<file path="src/rtl/counter_pkg.sv">
// Shared definitions for the modulo-N up/down counter.
//   state_e      : one-shot sequencer states (IDLE, RUN, DONE)
//   MODE_FREE    : mode input value selecting free-running counting
//   MODE_ONESHOT : mode input value selecting start-triggered one-shot counting
package counter_pkg;

    typedef enum logic [1:0] {
        IDLE = 2'd0,
        RUN  = 2'd1,
        DONE = 2'd2
    } state_e;

    localparam logic MODE_FREE    = 1'b0;
    localparam logic MODE_ONESHOT = 1'b1;

endpackage

</file>
<file path="src/rtl/counter_modn_ud.sv">
// Modulo-N up/down counter with free-running and one-shot modes.
// Ports:
//   clk       : rising-edge clock
//   rst       : asynchronous active-low reset
//   en        : count enable
//   up_dn     : 1 = count up, 0 = count down
//   mode      : MODE_FREE / MODE_ONESHOT
//   start     : one-shot trigger (ignored in free-running mode)
//   clr       : synchronous clear (highest priority)
//   load      : synchronous load strobe
//   load_val  : value to load; values >= N saturate to N-1
//   data_out  : registered count
//   tc        : registered terminal-count pulse
//   done      : registered one-shot complete flag
//   load_err  : registered out-of-range load pulse
module counter_modn_ud
    import counter_pkg::*;
#(
    parameter int N      = 9,
    parameter int DWIDTH = 4
) (
    input  logic              clk,
    input  logic              rst,
    input  logic              en,
    input  logic              up_dn,
    input  logic              mode,
    input  logic              start,
    input  logic              clr,
    input  logic              load,
    input  logic [DWIDTH-1:0] load_val,
    output logic [DWIDTH-1:0] data_out,
    output logic              tc,
    output logic              done,
    output logic              load_err
);

    // Wrap is detected by comparing against N-1 rather than adding and
    // reducing, so the arithmetic never needs a bit beyond DWIDTH and
    // N = 2**DWIDTH wraps naturally at all-ones.
    localparam logic [DWIDTH-1:0] MAX_VAL  = DWIDTH'(N - 32'sd1);
    localparam logic [DWIDTH-1:0] ZERO_VAL = DWIDTH'(1'b0);
    localparam logic [DWIDTH-1:0] ONE_VAL  = DWIDTH'(1'b1);

    logic [DWIDTH-1:0] cnt_q, cnt_d;
    logic              tc_q, tc_d;
    logic              done_q, done_d;
    logic              lerr_q, lerr_d;
    state_e            state_q, state_d;

    logic [DWIDTH-1:0] step_s;
    logic [DWIDTH-1:0] init_s;
    logic [DWIDTH-1:0] term_s;
    state_e            state_nx_s;
    logic              done_nx_s;

    // Direction-dependent next count, one-shot start value and terminal value.
    always_comb begin
        if (up_dn) begin
            step_s = (cnt_q == MAX_VAL) ? ZERO_VAL : (cnt_q + ONE_VAL);
            init_s = ZERO_VAL;
            term_s = MAX_VAL;
        end else begin
            step_s = (cnt_q == ZERO_VAL) ? MAX_VAL : (cnt_q - ONE_VAL);
            init_s = MAX_VAL;
            term_s = ZERO_VAL;
        end
    end

    // Next-state logic; priority is clr, load, start, then count.
    always_comb begin
        cnt_d      = cnt_q;
        state_nx_s = state_q;
        done_nx_s  = done_q;
        tc_d       = 1'b0;
        lerr_d     = 1'b0;
        if (clr) begin
            cnt_d      = ZERO_VAL;
            state_nx_s = IDLE;
            done_nx_s  = 1'b0;
        end else if (load) begin
            if (load_val > MAX_VAL) begin
                cnt_d  = MAX_VAL;
                lerr_d = 1'b1;
            end else begin
                cnt_d  = load_val;
            end
        end else if ((mode == MODE_ONESHOT) && start) begin
            // Start from any state (including RUN) restarts from the initial value.
            cnt_d      = init_s;
            state_nx_s = RUN;
            done_nx_s  = 1'b0;
        end else if (mode == MODE_FREE) begin
            if (en) begin
                cnt_d = step_s;
                tc_d  = (cnt_q == term_s);
            end else begin
                cnt_d = cnt_q;
            end
        end else begin
            case (state_q)
                RUN: begin
                    if (en) begin
                        // A direction change can leave the count already at the
                        // new terminal; finish there instead of wrapping past it.
                        if (cnt_q == term_s) begin
                            state_nx_s = DONE;
                            done_nx_s  = 1'b1;
                            tc_d       = 1'b1;
                        end else if (step_s == term_s) begin
                            cnt_d      = step_s;
                            state_nx_s = DONE;
                            done_nx_s  = 1'b1;
                            tc_d       = 1'b1;
                        end else begin
                            cnt_d      = step_s;
                        end
                    end else begin
                        cnt_d = cnt_q;
                    end
                end
                IDLE:    state_nx_s = IDLE;
                DONE:    state_nx_s = DONE;
                default: state_nx_s = IDLE;
            endcase
        end
    end

    // Free-running mode always parks the sequencer; data_out is left untouched.
    always_comb begin
        if (mode == MODE_FREE) begin
            state_d = IDLE;
            done_d  = 1'b0;
        end else begin
            state_d = state_nx_s;
            done_d  = done_nx_s;
        end
    end

    // State registers with asynchronous active-low reset.
    always_ff @(posedge clk or negedge rst) begin
        if (!rst) begin
            cnt_q   <= ZERO_VAL;
            tc_q    <= 1'b0;
            done_q  <= 1'b0;
            lerr_q  <= 1'b0;
            state_q <= IDLE;
        end else begin
            cnt_q   <= cnt_d;
            tc_q    <= tc_d;
            done_q  <= done_d;
            lerr_q  <= lerr_d;
            state_q <= state_d;
        end
    end

    assign data_out = cnt_q;
    assign tc       = tc_q;
    assign done     = done_q;
    assign load_err = lerr_q;

endmodule

</file>
<file path="config.mk">
export PLATFORM = sky130hd
export DESIGN_NAME = counter_modn_ud
export DESIGN_NICKNAME = d
export VERILOG_FILES = /design/src/rtl/counter_pkg.sv /design/src/rtl/counter_modn_ud.sv
export SDC_FILE = /design/constraint.sdc
export NUM_CORES = 1
export LEC_CHECK = 0
export CORE_MARGIN = 2
export CORE_UTILIZATION = 60
export CTS_CLUSTER_SIZE = 8
export DETAILED_ROUTE_END_ITERATION = 8
export DONT_BUFFER_PORTS = 1
export HOLD_SLACK_MARGIN = 0.05
export PLACE_DENSITY = 0.81
export SKIP_LAST_GASP = 1
export SLEW_MARGIN = 10
export SYNTH_ARGS = -nofsm -noshare
export SYNTH_HDL_FRONTEND = slang
export SYNTH_SLANG_ARGS = --single-unit
</file>
<file path="constraint.sdc">
create_clock -name clk -period 2.3 [get_ports clk]
set_input_delay 0.23 -clock clk [delete_from_list [all_inputs] [get_ports clk]]
set_output_delay 0.23 -clock clk [all_outputs]
set_load 0.02 [all_outputs]
</file>
# --- Yosys cells after proc, flatten, opt, wreduce, memory -nomap -nowiden ---
# Index checks and enable logic that the tools add are counted.
word_totals:
  register_bits: 9
  latch_bits: 0
  ramBits: 0
  rom_bits: 0
  inputBits: 12
  out_inout_bits: 7
  mem_count: 0
op_classes:
  addsub: 2
  mul: 0
  n_div: 0
  order_cmp: 1
  n_eq_ne: 14
  shift: 0
  muxes: 42
  bitwise: 0
  n_reduce_logical: 6
ops:
  columns: ["operator", "n"]
  rows:
  - ["$mux 4", 14]
  - ["$mux 1", 20]
  - ["$ne 5x5->1 const B", 3]
  - ["$mux 2", 7]
  - ["$ne 5x1->1 const B", 2]
  - ["$eq 4x4->1", 2]
  - ["$reduce_and 4->1", 2]
  - ["$ne 6x6->1 const B", 1]
  - ["$reduce_bool 5->1", 1]
  - ["$add 4x1->4 const B", 1]
  - ["$eq 4x4->1 const B", 1]
  - ["$gt 4x4->1 const B", 1]
  - ["$logic_not 4->1", 1]
  - ["$ne 4x1->1 const B", 1]
  - ["$ne 4x2->1 const B", 1]
  - ["$pmux 2 s2", 1]
  - ["$sub 4x1->4 const B", 1]
  - ["$ne 3x3->1 const B", 1]
  - ["$reduce_and 3->1", 1]
  - ["$eq 2x1->1 const B", 1]
  - ["$eq 2x2->1 const B", 1]
  - ["$logic_and 1x1->1", 1]

# --- Depth between registers and ports, before layout ---
# Gate-level depths: netlist of run 1.
depth:
  ltp_word: 12
  depth_mapped: 9
  depth_no_buf: 7

# --- Worst setup path after synthesis of run 1 ---
# Ideal clock, no wire load.
synth_timing:
  path_kind: "reg2reg"
  startpoint: "reg cnt_q[1] (netlist: data_out[1])"
  endpoint: "reg state_q[0]"
  setup_time_ns: 0.120
  t_arrival_ns: 1.995
  required_time_ns: 2.180
  slack_ns: 0.185
  path_stages_with_launch: 10
  path_buffers: 2
  period_less_slack_ns: 2.115
  cell_sequence: "dfrtp_1 clkbuf_1 inv_1 ha_1 buf_2 nor3b_1 o31ai_1 nor4_2 nand2_1 a31o_1"
synth_via:
  elab_chain_cells: 8
synth_lines:
  columns: ["element", "line", "rtl"]
  rows:
  - ["from (decl)", "counter_modn_ud.sv:44", "logic [DWIDTH-1:0] cnt_q, cnt_d;"]
  - ["from (signal assigned)", "counter_modn_ud.sv:148", "cnt_q <= cnt_d;"]
  - ["parallel branches: the longest is 8 deep, another holds $sub 4x1->4", null, null]
  - ["to (signal assigned)", "counter_modn_ud.sv:152", "state_q <= state_d;"]
  - ["to (decl)", "counter_modn_ud.sv:48", "state_e state_q, state_d;"]
# Several ways; the timed one is not identified. The select of a mux whose other input is x is not followed.
# A chain may end at the register's enable or synchronous reset.

# --- Final worst setup path of run 1 ---
layout_timing:
  startpoint: "reg cnt_q[0] (netlist: data_out[0])"
  endpoint: "reg tc_q (netlist: tc)"
layout_via:
  elab_chain_cells: 12
layout_lines:
  columns: ["element", "line", "rtl"]
  rows:
  - ["$sub 4x1->4 (tied with other cells)", "counter_modn_ud.sv:63", "step_s = (cnt_q == ZERO_VAL) ? MAX_VAL : (cnt_q - ONE_VAL);"]
  - ["$mux 4, on equally long branches", "counter_modn_ud.sv:63, counter_modn_ud.sv:59", null]
  - ["$mux 4", "counter_modn_ud.sv:58", "if (up_dn) begin"]
  - ["$eq 4x4->1", "counter_modn_ud.sv:109", "end else if (step_s == term_s) begin"]
  - ["$mux 1", "counter_modn_ud.sv:109", null]
  - ["$mux 1", "counter_modn_ud.sv:105", "if (cnt_q == term_s) begin"]
  - ["$mux 1", "counter_modn_ud.sv:102", "if (en) begin"]
  - ["$mux 1", "counter_modn_ud.sv:100", "case (state_q)"]
  - ["$mux 1 (*)", "counter_modn_ud.sv:92", "end else if (mode == MODE_FREE) begin"]
  - ["$mux 1 (*)", "counter_modn_ud.sv:87", "end else if ((mode == MODE_ONESHOT) && start) begin"]
  - ["$mux 1 (*)", "counter_modn_ud.sv:80", "end else if (load) begin"]
  - ["$mux 1 (*)", "counter_modn_ud.sv:76", "if (clr) begin"]
  - ["via tc_d", "counter_modn_ud.sv:45", "logic tc_q, tc_d;"]
  - ["to (signal assigned)", "counter_modn_ud.sv:149", "tc_q <= tc_d;"]
  - ["to (decl)", "counter_modn_ud.sv:45", null]
# Mark *: on every way through the listed nets, which the timed path passes. The rest lies on a longest branch.

==> results.sh, run 1 <==
export IMPL_numClockSinks=9
export IMPL_post_route_min_period_ns=2.09
export IMPL_synth_top_area_share_pct=26.6
export IMPL_crit_path_cell_trace="inv_1, ha_1, nor3b_1, o31ai_1, nor4_2, buf_4, nand3_2, a221oi_2"
export IMPL_die_x_um=41.6
export IMPL_global_route_overflow_total=0
export IMPL_route_detailed_vias_per_inst=6.85
export IMPL_tritoncts="yes"
export IMPL_wl_per_cell_um=16.0
export IMPL_syn_instance_count=104
export IMPL_ys_warnings_count=0
export IMPL_status="finished, final reports clean"
export IMPL_antenna_left=0
export IMPL_report_final_slew_viol_count=0
export IMPL_port_buffers=0
export IMPL_grt_first_pass_wirelength_um=3380
export IMPL_layout_drive_gt1_share_pct=13.8
export IMPL_clock_power_share_pct=26.3
export IMPL_worst_pin_slew_ns=0.421
export IMPL_crit_path_max_fanout=9
export IMPL_critical_path_slowest_cell="sky130_fd_sc_hd__dfrtp_1"
export IMPL_grt_setup_unrepaired="false"
export IMPL_power_frac_seq_pct=41.9
export IMPL_number_of_synthesized_flops_with_an_enable_pin=0
export IMPL_synth_largest_area_cell="sky130_fd_sc_hd__dfrtp_1"
export IMPL_synth_cell_area_um2=847
export IMPL_synth_seq_area_share_pct=26.6
export IMPL_num_antenna_cells=0
export IMPL_drt_first_iter_violations=39
export IMPL_leakagePower_nw=0.352
export IMPL_report_final_hold_viol_count=0
export IMPL_ys_flop_type="sky130_fd_sc_hd__dfrtp_1"
export IMPL_critPathCaptureType="flip-flop"
export IMPL_async_reset_ff_share_pct=100
export IMPL_avgSynthCellArea_um2=8.14
export IMPL_cts_htree_levels=1
export IMPL_cp_required_ns=2.44
export IMPL_leading_cell_types_by_total_area_after_synthesis="sky130_fd_sc_hd__dfrtp_1 27%, sky130_fd_sc_hd__ha_1 4.4%, sky130_fd_sc_hd__o31ai_1 4.4%"
export IMPL_hold_class="in -> reg"
export IMPL_max_clock_freq_mhz=478
export IMPL_path_buf_inv=2
export IMPL_routed_wirelength_um=1990
export IMPL_core_rowCount=13
export IMPL_multi_input_area_um2=554
export IMPL_power_density_nw_per_um2=459
export IMPL_final_min_period_over_clock_period_pct=91.0
export IMPL_maxSlewHeadroom_pct=71.9
export IMPL_tns_ns=0
export IMPL_regArea_um2=225
export IMPL_layout_filler_cells=110
export IMPL_layout_cells_most_common_list="9 x sky130_fd_sc_hd__nand2_1, 9 x sky130_fd_sc_hd__dfrtp_1, 8 x sky130_fd_sc_hd__inv_1, 7 x sky130_fd_sc_hd__a21oi_1, 6 x sky130_fd_sc_hd__buf_4"
export IMPL_top_level_ports=19
export IMPL_timing_max_cap_violations=0
export IMPL_core_region_area_um2=1320
export IMPL_die_height_um=41.6
export IMPL_initial_utilization_pct=64.3
export IMPL_place_hpwl_um=1530
export IMPL_final_setup_skew_ns=0.00400
export IMPL_area_growth_pct=8.57
export IMPL_detailed_place_area_um2=858
export IMPL_total_switching_power_uw=136
export IMPL_timing_critical_path_max_delay_family="simple AND/OR/NAND/NOR gates"
export IMPL_grt_antenna_before_repair=0
export IMPL_gr_usage_all_layers_pct=24.7
export IMPL_last_weighted_congestion_value_of_the_routability_driven_placer=0.831
export IMPL_peakVddDrop_v=0.000336
export IMPL_route_vias_total=850
export IMPL_worst_setup_path_type="reg -> reg"
export IMPL_maximum_number_of_pins_on_one_net_before_global_route_repair=16
export IMPL_final_area_um2=920
export IMPL_vias_in_the_first_global_route=755
export IMPL_total_cts_buffers=3
export IMPL_setup_violations_final=0
export IMPL_layout_nets=125
export IMPL_post_route_drc_count=0
export IMPL_internal_power_uw=286
export IMPL_fp_dieArea_um2=1730
export IMPL_synth_cell_types=38
export IMPL_worst_skew_pair_later_pin_latency_ns=0.25
export IMPL_cts_root_buffer="sky130_fd_sc_hd__clkbuf_4"
export IMPL_clk_transition_reported_paths_ns=0.05
export IMPL_power_share_switching_pct=32.3
export IMPL_largest_stage_delay_on_the_critical_path_ns=0.37
export IMPL_combinationalPowerShare_pct=31.8
export IMPL_synthesized_nets=119
export IMPL_worst_ep_arrival_time_ns=2.24
export IMPL_ctsResizeCount=0
export IMPL_worst_setup_path_start_kind="flip-flop"
export IMPL_ctsLongestPathBuffers=2
export IMPL_drt_pre_antenna_iters=5
export IMPL_synth_ff_latch_count=9
[sequential cells by signal (all words and copies together), names as in the netlist]
name and count:
data_out 4, done 1, load_err 1, state_q 2
tc 1
[cell usage after synthesis, types with 2 or more instances]
master / instances
sky130_fd_sc_hd__nand2_1: 9
sky130_fd_sc_hd__nand3b_1: 3
sky130_fd_sc_hd__nor3b_1: 3
sky130_fd_sc_hd__clkbuf_1: 3
sky130_fd_sc_hd__nor3_1: 4
sky130_fd_sc_hd__a21oi_1: 7
sky130_fd_sc_hd__nor2_1: 3
sky130_fd_sc_hd__o31ai_1: 5
sky130_fd_sc_hd__nand2b_1: 4
sky130_fd_sc_hd__inv_1: 8
sky130_fd_sc_hd__a31oi_1: 4
sky130_fd_sc_hd__a32oi_1: 3
sky130_fd_sc_hd__o21ai_0: 4
sky130_fd_sc_hd__nand4_1: 2
sky130_fd_sc_hd__buf_2: 3
sky130_fd_sc_hd__nor2b_1: 3
sky130_fd_sc_hd__dfrtp_1: 9
sky130_fd_sc_hd__nand3_1: 5
sky130_fd_sc_hd__ha_1: 3
[layer usage]
metal  GRT usage (%)  up-vias  share of wire (%)
li1                -      400                  -
met1            38.1      406                 45
met2            35.0       42                 46
met3            3.04        2                8.3
met4            9.03        0               0.70
met5               0        -                  0
[logic make-up (layout without fill, tap and decap cells)]
group / Yosys count / after routing / share of synthesized area [%]
simple gates: 42 / 42 / 30.0
compound gates: 33 / 33 / 29.0
buf+inv: 15 / 20 / 7.98
flops: 9 / 9 / 26.6
fa+ha+maj: 3 / 3 / 4.43
xor+xnor: 2 / 2 / 2.07
[through the flow]
| step | total power [mW] | hold WS [ns] | std cells | worst slack (ns) | util, % |
|---|---|---|---|---|---|
| after floorplan | 0.284 | -0.0656 | 104 | 0.185 | - |
| after global placement | 0.300 | -0.0654 | 116 | 0.307 | 65.1 |
| after detailed placement | 0.303 | -0.0654 | 116 | 0.216 | 65.1 |
| after CTS | 0.425 | 0.0554 | 122 | 0.175 | 68.7 |
| after global routing | 0.445 | 0.0544 | 124 | 0.0897 | 69.8 |
| final | 0.422 | 0.0705 | 124 | 0.206 | 69.8 |
[power groups by stage]
| stage | combinational, mW | clock (mW) | sequential [mW] |
|---|---|---|---|
| 5_1_grt | 0.146 | 0.122 | 0.178 |
| 3_3_place_gp | 0.121 | 0 | 0.179 |
| 4_1_cts | 0.130 | 0.119 | 0.176 |
| 2_1_floorplan | 0.101 | 0 | 0.184 |
| 6_report | 0.134 | 0.111 | 0.177 |
| 3_5_place_dp | 0.124 | 0 | 0.179 |
[cell type report]
class,count,area share (%)
multi-input combinational,80,60.3
sequential,9,24.5
timing repair buffer,8,7.07
inverter,8,3.27
clock buffer,4,2.86
tap,15,2.04
[repair_timing]
action | in CTS | in global routing
setup buffers | 0 | 2
setup endpoints to repair | 0 | 3
hold buffers | 2 | 0
endpoints found under the hold margin | 10 | 0
[final timing paths]
check | end | slack [ns] | cells past startpoint | startpoint
setup / recovery | tc | 0.21 | 8 | data_out[0]
hold / removal | tc | 0.07 | 1 | mode
setup reg to reg | tc | 0.21 | 8 | data_out[0]
hold reg to reg | state_q[1] | 0.59 | 2 | state_q[1]
max in group asynchronous | load_err | 1.70 | 1 | rst
min in group asynchronous | data_out[0] | 0.33 | 1 | rst
(Power assumes the default switching activity.)
==> inputs of run 2 (changes only) <==
clock period = 2.1 ns   (was 2.3 ns; I/O delays follow)
==> run 2 against run 1 <==
  * Combinational power is 22% higher
  * Clock skew down 0.0036 ns
  * Critical endpoint is now data_out[2]
  * Routed wire length increased by 17%
  * Sequential power rose by 9.6%
  * Global-route usage increased by 5.2 points
  * Fmax rose by 8.3%
  * Die area unchanged
  * Cell count rose by 3.2%
  * Largest power group unchanged
  * Non-clock buffer count rose by 4
  * First-iteration DRC count rose by 10%
  * Worst hold slack got worse by 0.0092 ns
  * Critical path depth decreased by 2
==> results.sh, run 2 (synthesis gave the netlist of run 1 again) <==
export IMPL_status="finished, final reports clean"
export IMPL_final_min_period_over_clock_period_pct=92.1
export IMPL_maximum_number_of_pins_on_one_net_before_global_route_repair=16
export IMPL_multi_input_area_um2=554
export IMPL_worst_flop_to_flop_path_endpoint="data_out[2]"
export IMPL_power_density_nw_per_um2=505
export IMPL_top_level_ports=19
export IMPL_final_setup_skew_ns=0.000411
export IMPL_routed_length_on_met1_um=882
export IMPL_worst_skew_pair_later_pin_latency_ns=0.25
export IMPL_route_top_layer_used="met4"
export IMPL_layout_drive_gt1_share_pct=15.9
export IMPL_fp_dieArea_um2=1730
export IMPL_crit_path_max_fanout=7
export IMPL_timing_max_cap_violations=0
export IMPL_regArea_um2=226
export IMPL_last_weighted_congestion_value_of_the_routability_driven_placer=0.895
export IMPL_clk_transition_reported_paths_ns=0.05
export IMPL_core_region_area_um2=1320
export IMPL_worst_ep_arrival_time_ns=2.08
export IMPL_hold_end="data_out[0]"
export IMPL_wl_per_cell_um=18.2
export IMPL_total_cts_buffers=3
export IMPL_hold_class="in -> reg"
export IMPL_report_final_hold_viol_count=0
export IMPL_die_height_um=41.6
export IMPL_post_route_drc_count=0
export IMPL_die_x_um=41.6
export IMPL_drt_first_iter_violations=43
export IMPL_worst_pin_slew_ns=0.511
export IMPL_hold_path_startpoint="clr"
export IMPL_vias_in_the_first_global_route=813
export IMPL_grt_first_pass_wirelength_um=3950
export IMPL_num_antenna_cells=0
export IMPL_cts_htree_levels=1
export IMPL_gr_usage_all_layers_pct=29.9
export IMPL_port_buffers=0
export IMPL_route_vias_total=886
export IMPL_post_route_min_period_ns=1.93
export IMPL_mostFrequentLayoutCell="sky130_fd_sc_hd__nand2_1"
export IMPL_route_detailed_vias_per_inst=6.92
export IMPL_tns_ns=0
export IMPL_core_rowCount=13
export IMPL_r2r_slack_ns=0.17
export IMPL_largest_register_ff_count=4
export IMPL_grt_antenna_before_repair=0
export IMPL_layout_nets=129
export IMPL_ctsResizeCount=0
export IMPL_worst_setup_path_start_kind="flip-flop"
export IMPL_antenna_left=0
export IMPL_max_clock_freq_mhz=517
export IMPL_report_final_slew_viol_count=0
export IMPL_cp_required_ns=2.25
export IMPL_global_route_overflow_total=0
export IMPL_r2r_cells=6
export IMPL_cts_root_buffer="sky130_fd_sc_hd__clkbuf_4"
export IMPL_rr_startpoint="data_out[0]"
export IMPL_maxSlewHeadroom_pct=65.9
export IMPL_critPathCaptureType="flip-flop"
export IMPL_grt_setup_unrepaired="false"
export IMPL_worst_setup_path_type="reg -> reg"
export IMPL_met3_length_um=251
export IMPL_ctsLongestPathBuffers=2
export IMPL_routed_wirelength_um=2330
export IMPL_layout_cells_most_common_list="9 x sky130_fd_sc_hd__nand2_1, 8 x sky130_fd_sc_hd__inv_1, 8 x sky130_fd_sc_hd__dfrtp_1, 8 x sky130_fd_sc_hd__buf_4, 7 x sky130_fd_sc_hd__a21oi_1"
export IMPL_routed_length_on_met2_um=1120
export IMPL_leakagePower_nw=0.368
export IMPL_setup_violations_final=0
export IMPL_numClockSinks=9
export IMPL_area_growth_pct=12.9
export IMPL_whs_ns=0.0613
export IMPL_layout_filler_cells=92
export IMPL_initial_utilization_pct=64.3
export IMPL_peakVddDrop_v=0.000523
export IMPL_place_hpwl_um=1610
export IMPL_drt_pre_antenna_iters=5
export IMPL_worstHoldPathCells=1
export IMPL_tritoncts="yes"
## run 2: cell types whose count changed in the layout (fill, tap and decap cells not counted)
cell / change
sky130_fd_sc_hd__dfrtp_1: -1
sky130_fd_sc_hd__dlygate4sd3_1: +2
sky130_fd_sc_hd__dfrtp_2: +1
sky130_fd_sc_hd__buf_4: +2
## run 2: worst max-delay path by stage
stage	from	end	slack, ns	cells past startpoint
2_1_floorplan	data_out[0]	state_q[0]	0.006	8
3_3_place_gp	data_out[0]	tc	0.19	7
3_5_place_dp	data_out[0]	state_q[0]	0.11	7
4_1_cts	data_out[0]	tc	0.09	7
5_1_grt	data_out[0]	done	0.06	8
6_report	data_out[0]	data_out[2]	0.17	6
## run 2: per-stage QoR
step	area (um2)	setup slack (ns)	cells	total power, mW	utilization (%)
after global routing	956	0.0598	128	0.514	72.6
after detailed placement	882	0.111	119	0.345	67.0
after CTS	938	0.0898	126	0.478	71.2
final	956	0.166	128	0.483	72.6
after global placement	882	0.185	119	0.340	67.0
after floorplan	850	0.00649	104	0.312	-
## run 2: cell type report
cell class	count	area share [%]
inverter	8	3.14
tap	15	1.96
multi-input combinational	80	58.0
sequential	9	23.7
timing repair buffer	12	10.5
clock buffer	4	2.75
## run 2: timing repair
| item | in CTS | in global routing |
|---|---|---|
| setup buffers | 0 | 1 |
| endpoints found under the hold margin | 12 | 1 |
| setup endpoints to repair | 0 | 3 |
| hold buffers | 3 | 1 |
## run 2: routing by layer
layer | vias up | global-route usage, %
li1 | 409 | -
met1 | 398 | 37.6
met2 | 65 | 48.1
met3 | 14 | 9.13
met4 | 0 | 11.0
met5 | - | 0
## run 2: power breakdown
group | internal [mW] | switching [mW]
Clock | 0.0727 | 0.0525
Combinational | 0.0693 | 0.0938
Sequential | 0.182 | 0.0126
Total | 0.324 | 0.159
## run 2: critical path, cell delays in order (launching register included)
cell                      delay (ns)
sky130_fd_sc_hd__dfrtp_1        0.39
sky130_fd_sc_hd__buf_4          0.19
sky130_fd_sc_hd__ha_1           0.25
sky130_fd_sc_hd__nor3b_1        0.46
sky130_fd_sc_hd__o31a_1         0.26
sky130_fd_sc_hd__a21oi_1        0.07
sky130_fd_sc_hd__o31ai_1        0.22
==> inputs of run 3 (changes only) <==
ABC_AREA = 1   (was default)
CORE_AREA = 2 2 39 41   (was default)
CORE_MARGIN = default   (was 2)
CORE_UTILIZATION = default   (was 60)
DIE_AREA = 0 0 41 43   (was default)
MAX_ROUTING_LAYER = met4   (was default)
PLACE_DENSITY = 0.77   (was 0.81)
==> run 3 against run 2 <==
  * Non-clock buffer count decreased by 7
  * Clock skew increased by 0.0044 ns
  * Sequential power is essentially flat
  * Die area is 2.0% higher
  * Global-route usage is 6.1 points lower
  * Clock power is 5% higher
  * Via count decreased by 9.8%
  * Synthesized cell count rose by 12%
  * Synthesized area shrank 10%
  * Register-to-register slack improved by 0.08 ns
  * Count of clock-buffer cells in the layout is the same
  * Worst hold slack gained 0.032 ns
  * Highest routed layer unchanged
==> results.sh, run 3 <==
export IMPL_status="finished, final reports clean"
export IMPL_crit_path_cell_trace="inv_1, ha_1, inv_2, nor2_2, nand3_2, nand2_1, nand3_1, nand2_1, nand2_2, nand2_1, nor2_1, nand2_1, o21ai_1"
export IMPL_synthTopCellsByCount="30 x sky130_fd_sc_hd__nand2_1, 17 x sky130_fd_sc_hd__nor2_1, 11 x sky130_fd_sc_hd__inv_1"
export IMPL_globalRouteMet1Util_pct=28.1
export IMPL_synthMuxAreaShare_pct=0
export IMPL_peakVddDrop_v=0.000429
export IMPL_drt_pre_antenna_iters=4
export IMPL_cts_root_buffer="sky130_fd_sc_hd__clkbuf_4"
export IMPL_hold_class="in -> reg"
export IMPL_synth_cell_area_um2=758
export IMPL_critical_path_slowest_cell="sky130_fd_sc_hd__dfrtp_1"
export IMPL_ctsLongestPathBuffers=2
export IMPL_rr_startpoint="data_out[0]"
export IMPL_gr_max_usage_layer="met2"
export IMPL_whs_ns=0.0931
export IMPL_wl_per_cell_um=12.6
export IMPL_grt_setup_unrepaired="false"
export IMPL_synth_cell_types=22
export IMPL_r2r_slack_ns=0.24
export IMPL_post_route_drc_count=0
export IMPL_globalRouteMet2Util_pct=35.6
export IMPL_crit_start="data_out[0]"
export IMPL_synth_largest_area_cell="sky130_fd_sc_hd__dfrtp_1"
export IMPL_crit_cells=13
export IMPL_leakagePower_nw=0.424
export IMPL_largest_register_ff_count=4
export IMPL_timing_critical_path_mode_cell="sky130_fd_sc_hd__nand2_1"
export IMPL_avgSynthCellArea_um2=6.54
export IMPL_ys_warnings_count=0
export IMPL_antenna_left=0
export IMPL_layout_cells_most_common_list="30 x sky130_fd_sc_hd__nand2_1, 17 x sky130_fd_sc_hd__nor2_1, 11 x sky130_fd_sc_hd__inv_1, 10 x sky130_fd_sc_hd__nand3_1, 9 x sky130_fd_sc_hd__dfrtp_1"
export IMPL_r2r_cells=13
export IMPL_fp_dieArea_um2=1760
export IMPL_path_buf_inv=2
export IMPL_synth_seq_area_share_pct=29.7
export IMPL_cts_htree_levels=1
export IMPL_largest_stage_delay_on_the_critical_path_ns=0.38
export IMPL_crit_path_end="data_out[3]"
export IMPL_synthMostInstantiatedCell="sky130_fd_sc_hd__nand2_1"
export IMPL_worst_ep_arrival_time_ns=2.01
export IMPL_layout_drive_gt1_share_pct=16.9
export IMPL_layout_nets=140
export IMPL_dpl_worst_slack_ns=0.281
export IMPL_route_detailed_vias_per_inst=5.71
export IMPL_routed_wirelength_um=1760
export IMPL_vias_in_the_first_global_route=746
export IMPL_final_setup_skew_ns=0.00480
export IMPL_drt_first_iter_violations=28
export IMPL_last_weighted_congestion_value_of_the_routability_driven_placer=0.778
export IMPL_timing_max_cap_violations=0
export IMPL_setup_violations_final=0
export IMPL_synth_compound_area_share_pct=16.7
export IMPL_report_final_hold_viol_count=0
export IMPL_tritoncts="yes"
export IMPL_crit_path_max_fanout=6
export IMPL_mostFrequentLayoutCell="sky130_fd_sc_hd__nand2_1"
export IMPL_core_rowCount=14
export IMPL_synth_simple_gate_area_share_pct=41.1
export IMPL_report_final_slew_viol_count=0
export IMPL_worst_flop_to_flop_path_endpoint="data_out[3]"
export IMPL_die_x_um=41
export IMPL_top_level_ports=19
export IMPL_worst_pin_slew_ns=0.456
export IMPL_port_buffers=0
export IMPL_layout_filler_cells=128
export IMPL_global_route_overflow_total=0
export IMPL_grt_util_met3_pct=7.85
export IMPL_final_min_period_over_clock_period_pct=88.5
export IMPL_gr_usage_all_layers_pct=23.8
export IMPL_num_antenna_cells=0
export IMPL_post_synth_xor_area_fraction_pct=0
export IMPL_grt_first_pass_wirelength_um=2840
export IMPL_clk_transition_reported_paths_ns=0.06
export IMPL_synth_top_area_share_pct=29.7
export IMPL_post_route_min_period_ns=1.86
export IMPL_worst_setup_path_start_kind="flip-flop"
export IMPL_timing_critical_path_max_delay_family="simple AND/OR/NAND/NOR gates"
export IMPL_die_height_um=43
export IMPL_leading_cell_types_by_total_area_after_synthesis="sky130_fd_sc_hd__dfrtp_1 30%, sky130_fd_sc_hd__nand2_1 15%, sky130_fd_sc_hd__nor2_1 8.4%"
export IMPL_worstHoldPathCells=2
export IMPL_finalWorstSetupSlack_ns=0.241
export IMPL_area_growth_pct=11.1
export IMPL_grt_antenna_before_repair=0
export IMPL_total_cts_buffers=3
export IMPL_worst_setup_path_type="reg -> reg"
export IMPL_tns_ns=0
export IMPL_post_synth_fa_ha_maj_area_fraction_pct=4.95
export IMPL_maximum_number_of_pins_on_one_net_before_global_route_repair=10
export IMPL_synth_ff_latch_count=9
export IMPL_critPathCaptureType="flip-flop"
export IMPL_numClockSinks=9
export IMPL_worst_skew_pair_later_pin_latency_ns=0.26
export IMPL_maxSlewHeadroom_pct=69.6
export IMPL_power_density_nw_per_um2=577
export IMPL_synthesized_nets=131
export IMPL_cp_required_ns=2.25
export IMPL_place_hpwl_um=1450
export IMPL_core_region_area_um2=1380
export IMPL_number_of_synthesized_flops_with_an_enable_pin=0
export IMPL_syn_instance_count=116
export IMPL_route_vias_total=799
export IMPL_dominant_combinational_cell_family_by_area_after_synthesis="simple AND/OR/NAND/NOR gates"
export IMPL_ys_flop_type="sky130_fd_sc_hd__dfrtp_1"
export IMPL_async_reset_ff_share_pct=100
export IMPL_max_clock_freq_mhz=538
export IMPL_initial_utilization_pct=54.8
## run 3: changes by cell type in the layout (fill, tap and decap cells not counted), moves of 4 or more
cell,before,now
sky130_fd_sc_hd__buf_4,8,3
sky130_fd_sc_hd__nor2_1,3,17
sky130_fd_sc_hd__nand2_1,9,30
sky130_fd_sc_hd__o21ai_1,0,4
sky130_fd_sc_hd__o31ai_1,5,0
sky130_fd_sc_hd__nand2b_1,4,0
sky130_fd_sc_hd__nand2_2,0,5
sky130_fd_sc_hd__nand3_1,5,10
## run 3: timing repair
item                                    CTS  global route
gates resized for setup                   0             0
buffers inserted                          0             0
hold buffers                              2             0
endpoints found under the hold margin    10             0
endpoints found under the setup margin    0             0
## run 3: how the worst min path moves through the flow
stage | slack [ns] | endpoint | startpoint
after CTS | 0.09 | load_err | load_val[2]
final | 0.09 | load_err | load_val[2]
after global placement | -0.09 | data_out[3] | rst
after floorplan | -0.09 | data_out[0] | rst
after detailed placement | -0.09 | data_out[3] | rst
after global routing | 0.08 | load_err | load_val[2]
## run 3: worst register-to-register path, delay by kind of cell, from the launching register on
kind / cells / cell delay (ns)
AO/OA/AOI/OAI: 1 / 0.05
AND/OR/NAND/NOR: 9 / 0.85
adder cells (fa/ha/maj): 1 / 0.25
flip-flops: 1 / 0.38
buffers and inverters: 2 / 0.20
## run 3: metrics by stage
step / util [%] / power, mW / instance area (um2) / instances
2_1_floorplan: - / 0.317 / 758 / 116
3_3_place_gp: 57.5 / 0.347 / 796 / 134
3_5_place_dp: 57.5 / 0.349 / 796 / 134
4_1_cts: 60.8 / 0.488 / 842 / 140
5_1_grt: 60.8 / 0.520 / 842 / 140
6_report: 60.8 / 0.486 / 842 / 140
## run 3: power breakdown
| group | switching (mW) | leakage (nW) | internal, mW | total (mW) |
|---|---|---|---|---|
| clock | 0.0583 | 0.0150 | 0.0731 | 0.131 |
| combinational | 0.101 | 0.287 | 0.0563 | 0.158 |
| sequential | 0.0144 | 0.122 | 0.182 | 0.197 |
| total | 0.174 | 0.424 | 0.312 | 0.486 |
## run 3: final cells by class
cell class                      count  area [um2]  share of cell area (%)
Inverter                           14        52.6                    6.24
Sequential cell                     9         225                    26.7
Timing Repair Buffer                5        42.5                    5.05
Clock buffer                        4        26.3                    3.12
Tap cell                           16        20.0                    2.38
Multi-Input combinational cell     92         475                    56.5
## run 3: routing by layer
layer  share of wire [%]  routed length (um)
met3                 5.8                 103
met1                  40                 713
met5                   0                   0
met2                  52                 909
met4                 1.9                  34
## run 3: cells by family (layout without fill, tap and decap cells)
kind of cell	after synthesis	in the layout
AO/OA/AOI/OAI	20	20
buffers and inverters	15	23
flip-flops	9	9
adder cells (fa/ha/maj)	3	3
AND/OR/NAND/NOR	69	69
